$ cat config.mk
export PLATFORM = sky130hd
export DESIGN_NAME = plane_interp_stepper_flat
export DESIGN_NICKNAME = d
export VERILOG_FILES = /design/src/rtl/plane_interp_stepper_pkg.sv /design/src/rtl/plane_interp_stepper_if.sv /design/src/rtl/plane_interp_stepper_init_mult.sv /design/src/rtl/plane_interp_stepper.sv /design/src/flat_wrapper.sv
export SDC_FILE = /design/constraint.sdc
export NUM_CORES = 2
export LEC_CHECK = 0
export CORE_MARGIN = 4
export CORE_UTILIZATION = 49
export DETAILED_ROUTE_END_ITERATION = 12
export DONT_BUFFER_PORTS = 1
export PLACE_DENSITY = 0.63
export SKIP_LAST_GASP = 1
export SLEW_MARGIN = 20
export SYNTH_ARGS = -nofsm -noshare
export SYNTH_HDL_FRONTEND = slang
export SYNTH_SLANG_ARGS = --single-unit
$ cat constraint.sdc
create_clock -name clock -period 6.1 [get_ports clock]
set_input_delay 0.305 -clock clock [delete_from_list [all_inputs] [get_ports clock]]
set_output_delay 0.305 -clock clock [all_outputs]
set_load 0.05 [all_outputs]
$ cat src/rtl/plane_interp_stepper_pkg.sv
// Shared definitions for the plane interpolation stepper: default widths, FSM states
// and the conversions into the signed accumulator format.
package plane_interp_stepper_pkg;

  localparam int FRAC_BITS = 8;
  localparam int COORD_W   = 11;
  localparam int ACC_W     = 48;

  typedef enum logic [1:0] {
    ST_IDLE = 2'd0,
    ST_INIT = 2'd1,
    ST_RUN  = 2'd2
  } state_e;

  function automatic logic signed [ACC_W-1:0] sext_acc(input logic signed [31:0] v);
    return {{(ACC_W-32){v[31]}}, v};
  endfunction

  // Coordinates are unsigned, so they widen with zeros before a signed multiply.
  function automatic logic signed [ACC_W-1:0] zext_coord(input logic [COORD_W-1:0] v);
    return {{(ACC_W-COORD_W){1'b0}}, v};
  endfunction

endpackage

$ cat src/rtl/plane_interp_stepper_if.sv
// Plane/span descriptor input and pixel output stream of the interpolation stepper.
interface plane_interp_stepper_if;
  import plane_interp_stepper_pkg::*;

  logic                      setup_valid;
  logic                      setup_ready;
  logic signed [31:0]        ddx;
  logic signed [31:0]        ddy;
  logic signed [31:0]        c;
  logic [COORD_W-1:0]        x0;
  logic [COORD_W-1:0]        y0;
  logic [COORD_W-1:0]        width;
  logic [COORD_W-1:0]        height;
  logic                      out_valid;
  logic                      out_ready;
  logic [COORD_W-1:0]        out_x;
  logic [COORD_W-1:0]        out_y;
  logic signed [31:0]        out_interp;
  logic                      out_last;
  logic                      done;

  modport master (
    output setup_valid, ddx, ddy, c, x0, y0, width, height, out_ready,
    input  setup_ready, out_valid, out_x, out_y, out_interp, out_last, done
  );

  modport slave (
    input  setup_valid, ddx, ddy, c, x0, y0, width, height, out_ready,
    output setup_ready, out_valid, out_x, out_y, out_interp, out_last, done
  );

endinterface

$ cat src/rtl/plane_interp_stepper_init_mult.sv
// Start value of a span: x0*ddx + y0*ddy + c, exact at accumulator width.
module plane_init_mult
  import plane_interp_stepper_pkg::*;
(
  input  logic [COORD_W-1:0]       x0_i,
  input  logic [COORD_W-1:0]       y0_i,
  input  logic signed [31:0]       ddx_i,
  input  logic signed [31:0]       ddy_i,
  input  logic signed [31:0]       c_i,
  output logic signed [ACC_W-1:0]  start_o
);

  logic signed [ACC_W-1:0] x_term;
  logic signed [ACC_W-1:0] y_term;

  // Integer coordinates times fixed-point slopes stay in the slope's format: no shift.
  assign x_term  = zext_coord(x0_i) * sext_acc(ddx_i);
  assign y_term  = zext_coord(y0_i) * sext_acc(ddy_i);
  assign start_o = x_term + y_term + sext_acc(c_i);

endmodule

$ cat src/rtl/plane_interp_stepper.sv
// Walks a rectangular span row-major, emitting one incrementally interpolated attribute
// per pixel on a valid/ready stream.
module plane_interp_stepper
  import plane_interp_stepper_pkg::*;
(
  input  logic                    clock,
  input  logic                    reset_n,
  plane_interp_stepper_if.slave   bus
);

  localparam logic [COORD_W-1:0] ONE = COORD_W'(1);

  state_e                   state_q;
  logic signed [31:0]       ddx_q, ddy_q, c_q;
  logic [COORD_W-1:0]       x0_q, y0_q, w_q, h_q;
  logic [COORD_W-1:0]       x_end_q, y_end_q;
  logic [COORD_W-1:0]       x_q, y_q;
  logic signed [ACC_W-1:0]  acc_q, acc_row_q;
  logic                     setup_ready_q, out_valid_q, last_q, done_q;
  logic signed [ACC_W-1:0]  start_val;
  logic signed [ACC_W-1:0]  acc_row_d;

  plane_init_mult u_init_mult (
    .x0_i    (x0_q),
    .y0_i    (y0_q),
    .ddx_i   (ddx_q),
    .ddy_i   (ddy_q),
    .c_i     (c_q),
    .start_o (start_val)
  );

  assign acc_row_d = acc_row_q + sext_acc(ddy_q);

  always_ff @(posedge clock or negedge reset_n) begin
    if (!reset_n) begin
      state_q       <= ST_IDLE;
      ddx_q         <= '0;
      ddy_q         <= '0;
      c_q           <= '0;
      x0_q          <= '0;
      y0_q          <= '0;
      w_q           <= '0;
      h_q           <= '0;
      x_end_q       <= '0;
      y_end_q       <= '0;
      x_q           <= '0;
      y_q           <= '0;
      acc_q         <= '0;
      acc_row_q     <= '0;
      setup_ready_q <= 1'b1;
      out_valid_q   <= 1'b0;
      last_q        <= 1'b0;
      done_q        <= 1'b0;
    end else begin
      done_q <= 1'b0;
      case (state_q)
        ST_IDLE: begin
          if (bus.setup_valid && setup_ready_q) begin
            ddx_q         <= bus.ddx;
            ddy_q         <= bus.ddy;
            c_q           <= bus.c;
            x0_q          <= bus.x0;
            y0_q          <= bus.y0;
            w_q           <= bus.width;
            h_q           <= bus.height;
            setup_ready_q <= 1'b0;
            state_q       <= ST_INIT;
          end
        end
        ST_INIT: begin
          acc_q     <= start_val;
          acc_row_q <= start_val;
          x_q       <= x0_q;
          y_q       <= y0_q;
          x_end_q   <= x0_q + w_q - ONE;
          y_end_q   <= y0_q + h_q - ONE;
          last_q    <= (w_q == ONE) && (h_q == ONE);
          if ((w_q == '0) || (h_q == '0)) begin
            done_q        <= 1'b1;
            setup_ready_q <= 1'b1;
            state_q       <= ST_IDLE;
          end else begin
            out_valid_q <= 1'b1;
            state_q     <= ST_RUN;
          end
        end
        ST_RUN: begin
          if (bus.out_ready) begin
            if (last_q) begin
              out_valid_q   <= 1'b0;
              last_q        <= 1'b0;
              done_q        <= 1'b1;
              setup_ready_q <= 1'b1;
              state_q       <= ST_IDLE;
            end else if (x_q == x_end_q) begin
              // The next row starts from the updated row base, so no bubble is needed.
              x_q       <= x0_q;
              y_q       <= y_q + ONE;
              acc_row_q <= acc_row_d;
              acc_q     <= acc_row_d;
              last_q    <= (x0_q == x_end_q) && ((y_q + ONE) == y_end_q);
            end else begin
              x_q    <= x_q + ONE;
              acc_q  <= acc_q + sext_acc(ddx_q);
              last_q <= ((x_q + ONE) == x_end_q) && (y_q == y_end_q);
            end
          end
        end
        default: begin
          out_valid_q   <= 1'b0;
          last_q        <= 1'b0;
          setup_ready_q <= 1'b1;
          state_q       <= ST_IDLE;
        end
      endcase
    end
  end

  assign bus.setup_ready = setup_ready_q;
  assign bus.out_valid   = out_valid_q;
  assign bus.out_x       = x_q;
  assign bus.out_y       = y_q;
  assign bus.out_interp  = acc_q[31:0];
  assign bus.out_last    = last_q;
  assign bus.done        = done_q;

endmodule

$ cat src/flat_wrapper.sv
// flat-port wrapper written by rule: the top's interface ports become plain ports
module plane_interp_stepper_flat import plane_interp_stepper_pkg::*;
  (clock, reset_n, bus_setup_valid, bus_ddx, bus_ddy, bus_c, bus_x0, bus_y0, bus_width, bus_height, bus_out_ready, bus_setup_ready, bus_out_valid, bus_out_x, bus_out_y, bus_out_interp, bus_out_last, bus_done);
  plane_interp_stepper_if bus_i ();
  input  logic clock;
  input  logic reset_n;
  input wire logic [$bits(bus_i.setup_valid)-1:0] bus_setup_valid;
  input wire logic [$bits(bus_i.ddx)-1:0] bus_ddx;
  input wire logic [$bits(bus_i.ddy)-1:0] bus_ddy;
  input wire logic [$bits(bus_i.c)-1:0] bus_c;
  input wire logic [$bits(bus_i.x0)-1:0] bus_x0;
  input wire logic [$bits(bus_i.y0)-1:0] bus_y0;
  input wire logic [$bits(bus_i.width)-1:0] bus_width;
  input wire logic [$bits(bus_i.height)-1:0] bus_height;
  input wire logic [$bits(bus_i.out_ready)-1:0] bus_out_ready;
  output wire logic [$bits(bus_i.setup_ready)-1:0] bus_setup_ready;
  output wire logic [$bits(bus_i.out_valid)-1:0] bus_out_valid;
  output wire logic [$bits(bus_i.out_x)-1:0] bus_out_x;
  output wire logic [$bits(bus_i.out_y)-1:0] bus_out_y;
  output wire logic [$bits(bus_i.out_interp)-1:0] bus_out_interp;
  output wire logic [$bits(bus_i.out_last)-1:0] bus_out_last;
  output wire logic [$bits(bus_i.done)-1:0] bus_done;
  assign bus_i.setup_valid = bus_setup_valid;
  assign bus_i.ddx = bus_ddx;
  assign bus_i.ddy = bus_ddy;
  assign bus_i.c = bus_c;
  assign bus_i.x0 = bus_x0;
  assign bus_i.y0 = bus_y0;
  assign bus_i.width = bus_width;
  assign bus_i.height = bus_height;
  assign bus_i.out_ready = bus_out_ready;
  assign bus_setup_ready = bus_i.setup_ready;
  assign bus_out_valid = bus_i.out_valid;
  assign bus_out_x = bus_i.out_x;
  assign bus_out_y = bus_i.out_y;
  assign bus_out_interp = bus_i.out_interp;
  assign bus_out_last = bus_i.out_last;
  assign bus_done = bus_i.done;
  plane_interp_stepper u_core (.clock(clock), .reset_n(reset_n), .bus(bus_i));
endmodule
==> flow_metrics.env <==
export IMPL_timing_hold_violations_final=254
export IMPL_fp_dieW_um=273.7
export IMPL_root_buffer="clkbuf_16"
export IMPL_yosysSeqAreaShare=0.1838
export IMPL_die_h_um=273.7
export IMPL_die_area_sq_mm=0.07488
export IMPL_synth_main_ff_cell="dfrtp_1"
export IMPL_max_cap_violations=0
export IMPL_skew_ps=42.35
export IMPL_ys_types=68
export IMPL_slowest_stage="fa_2"
export IMPL_finalSetupTns_ps=-24140
export IMPL_cts_clk_slew_worst_paths_ps=60
export IMPL_critPathBufInv=8
export IMPL_ant_nets=0
export IMPL_fmax_mhz=143.3
export IMPL_worstHoldPathType="primary input to async pin"
export IMPL_async_flop_share=1.000
export IMPL_drt_wirelength_per_cell_um=21.99
export IMPL_place_gp_congestion=0.9408
export IMPL_fp_coreArea_sq_mm=0.07003
export IMPL_finalMaxSlewViolations=0
export IMPL_cp_arrival_ps=7490
export IMPL_slowest_delay_ps=600
export IMPL_crit_required_ps=6610
export IMPL_syn_cell_area_sq_mm=0.03458
export IMPL_period_share=1.144
export IMPL_rsz0062_at_grt="true"
export IMPL_relSlewSlack=0.3800
export IMPL_register_area_sq_mm=0.006391
export IMPL_clock_latency_ps=600
export IMPL_syn_to_final_growth_pct=22.09
export IMPL_violations="negative hold slack, negative setup slack"
export IMPL_crit_fanout=3
export IMPL_critical_path_top_delay_family="adder cells"
export IMPL_wl_um=111800
export IMPL_fin_nets=5010
export IMPL_drive_gt1_frac=0.1865
export IMPL_cts_buffers=36
export IMPL_groute_usage_overall=0.2961
export IMPL_num_vias=27410
export IMPL_critPathLaunchType="flop"
export IMPL_fin_hold_ws_ps=-588.8
export IMPL_drtPass1Iterations=5
export IMPL_grt_pass1_vias=28280
export IMPL_synth_edf_count=0
export IMPL_place_port_buffers=0
export IMPL_yosys_warnings=0
export IMPL_grt_max_degree=255
export IMPL_initial_utilization=0.4938
export IMPL_post_dp_hpwl_um=86780
export IMPL_finalSetupViolCount=42
export IMPL_tightest_slew_ps=929.9
export IMPL_grt_pass1_wl_um=169400
export IMPL_timing_final_crit_period_ps=6978
export IMPL_r2r_slack_ps=-880
export IMPL_syn_inst=3754
export IMPL_path_class="flop to flop"
export IMPL_synth_fp_nets=4651
export IMPL_cts_buffer_depth=3
export IMPL_multi_input_area_sq_mm=0.02576
export IMPL_core_rowCount=97
export IMPL_avgSynthCellArea_sq_um=9.211
export IMPL_cts_tree="done"
export IMPL_antenna_found_initial=11
export IMPL_drc=0
export IMPL_first_iter_violations=1955
export IMPL_fill_cells=6042
export IMPL_crit_path_end_kind="flop"
export IMPL_fin_ws_ps=-878.2
export IMPL_status="finished with violations"
export IMPL_cts_sinks=254
export IMPL_postCtsHoldBufs=142
export IMPL_num_io_pins=202
export IMPL_grt_overflow_total=0
export IMPL_yosys_register_bits=254
export IMPL_ctsHtreeMaxLevel=2
export IMPL_vias_per_cell=5.389
==> cells in the mapped netlist, types with 4 or more instances <==
cell / instances / area (sq um)
a211oi_1: 12 / 90.09
a21boi_0: 5 / 37.54
a21o_1: 40 / 300.3
a21oi_1: 174 / 870.8
a311oi_1: 4 / 35.03
a31oi_1: 23 / 143.9
a41oi_1: 4 / 35.03
and2_1: 327 / 2046
and3_1: 9 / 56.30
and4_1: 6 / 52.55
buf_1: 7 / 26.28
buf_2: 9 / 45.04
clkbuf_1: 161 / 604.3
dfrtp_1: 253 / 6331
fa_1: 525 / 10510
ha_1: 228 / 2853
inv_1: 724 / 2718
mux2_2: 159 / 1790
mux2i_1: 7 / 70.07
nand2_1: 378 / 1419
nand2b_1: 16 / 100.1
nand3_1: 47 / 235.2
nand4_1: 12 / 75.07
nor2_1: 137 / 514.2
nor2b_1: 11 / 68.82
nor3_1: 26 / 130.1
nor4_1: 8 / 50.05
o2111ai_1: 6 / 52.55
o211ai_1: 6 / 45.04
o21a_1: 16 / 120.1
o21ai_0: 107 / 535.5
o21bai_1: 25 / 187.7
o22a_1: 7 / 61.31
o22ai_1: 16 / 100.1
o31a_1: 5 / 43.79
o31ai_1: 7 / 52.55
or3_1: 5 / 31.28
xnor2_1: 131 / 1147
xor2_1: 59 / 516.8
==> metal layers <==
layer / GRT usage / up-vias / share of wire
met5: 0 / - / 0.00027
met4: 0.08101 / 4 / 0.032
met3: 0.06591 / 167 / 0.080
met2: 0.4771 / 932 / 0.46
met1: 0.4060 / 13910 / 0.43
li1: - / 12410 / -
==> state kept, by name (all words and copies together) (netlist names), 32 cells and up <==
register / flops
u_core.acc_row_q: 32
u_core.ddy_q: 32
u_core.acc_q: 32
u_core.c_q: 32
u_core.ddx_q: 32
==> final timing paths <==
check,from,end,cells past startpoint
worst max-delay path,u_core.x0_q[0],u_core.acc_row_q[24],25
worst min-delay path,reset_n,u_core.c_q[10],0
worst max register to register,u_core.x0_q[0],u_core.acc_row_q[24],25
worst min register to register,u_core.acc_row_q[8],u_core.acc_row_q[8],2
max in group asynchronous,reset_n,u_core.ddx_q[17],0
min in group clock,bus_out_ready,u_core.bus.out_valid,3
==> stage by stage <==
step	utilization	hold WS [ps]	setup WS, ps	cell area, sq um	instances
floorplan	-	9.409	-205.1	35170	3754
global placement	0.5451	17.43	-770.6	38170	4824
detailed placement	0.5451	17.59	-829.2	38170	4824
CTS	0.5906	-627.9	-728.2	41360	5050
global route	0.6027	-606.7	-1002	42200	5081
finish	0.6029	-588.8	-878.2	42220	5087
==> layout make-up <==
cell class / instances / area share
Antenna cell: 7 / 0.0004149
Clock buffer: 52 / 0.02584
Clock inverter: 13 / 0.005779
Inverter: 726 / 0.06476
Multi-Input combinational cell: 2597 / 0.6101
Sequential cell: 254 / 0.1514
Tap cell: 940 / 0.02786
Timing Repair Buffer: 498 / 0.1138
==> layout by cell type, fill, tap and decap left out, types with 8 or more instances in the layout <==
cell type      instances
buf_12                38
a21o_1                40
nor4_1                 8
a31oi_1               19
dfrtp_2               27
clkbuf_16             42
dlygate4sd3_1        142
buf_4                284
fa_2                  20
ha_1                 204
a21oi_1              150
ha_4                  20
o21bai_1              25
and2_1               320
nor3_1                26
o21ai_1               17
fa_1                 505
and3_1                 8
a211oi_1               9
inv_1                699
nand4_1               12
inv_2                 22
o21ai_0               86
xor2_1                55
a21oi_2               17
o22ai_1               15
o21a_1                15
nand3_1               45
buf_6                 24
nand2b_1              16
dfrtp_1              226
nor2_1               129
nand2_1              372
mux2_2               158
nor2b_1               11
clkbuf_8              14
xnor2_1              126
==> what timing repair did <==
| action | 4_1_cts | 5_1_grt |
|---|---|---|
| pin swaps | 50 | 106 |
| cloned | 1 | 6 |
| setup buffers | 19 | 28 |
| hold endpoints to repair | 398 | 254 |
| endpoints found under the setup margin | 45 | 47 |
| resized for setup | 73 | 121 |
==> kinds of logic (layout without fill, tap and decap cells) <==
logic type | count (synthesis) | in the layout | share of synthesized area
flip-flops | 254 | 254 | 0.1838
adder cells (fa/ha/maj) | 753 | 753 | 0.3864
AO/OA/AOI/OAI | 490 | 490 | 0.08706
other | 0 | 7 | 0
AND/OR/NAND/NOR | 998 | 998 | 0.1424
multiplexers | 166 | 166 | 0.05380
XOR/XNOR | 190 | 190 | 0.04812
buffers and inverters | 903 | 1289 | 0.09835
Power is not shown: default switching activity piles up to over one toggle a cycle in this logic, so the estimate is an artifact.
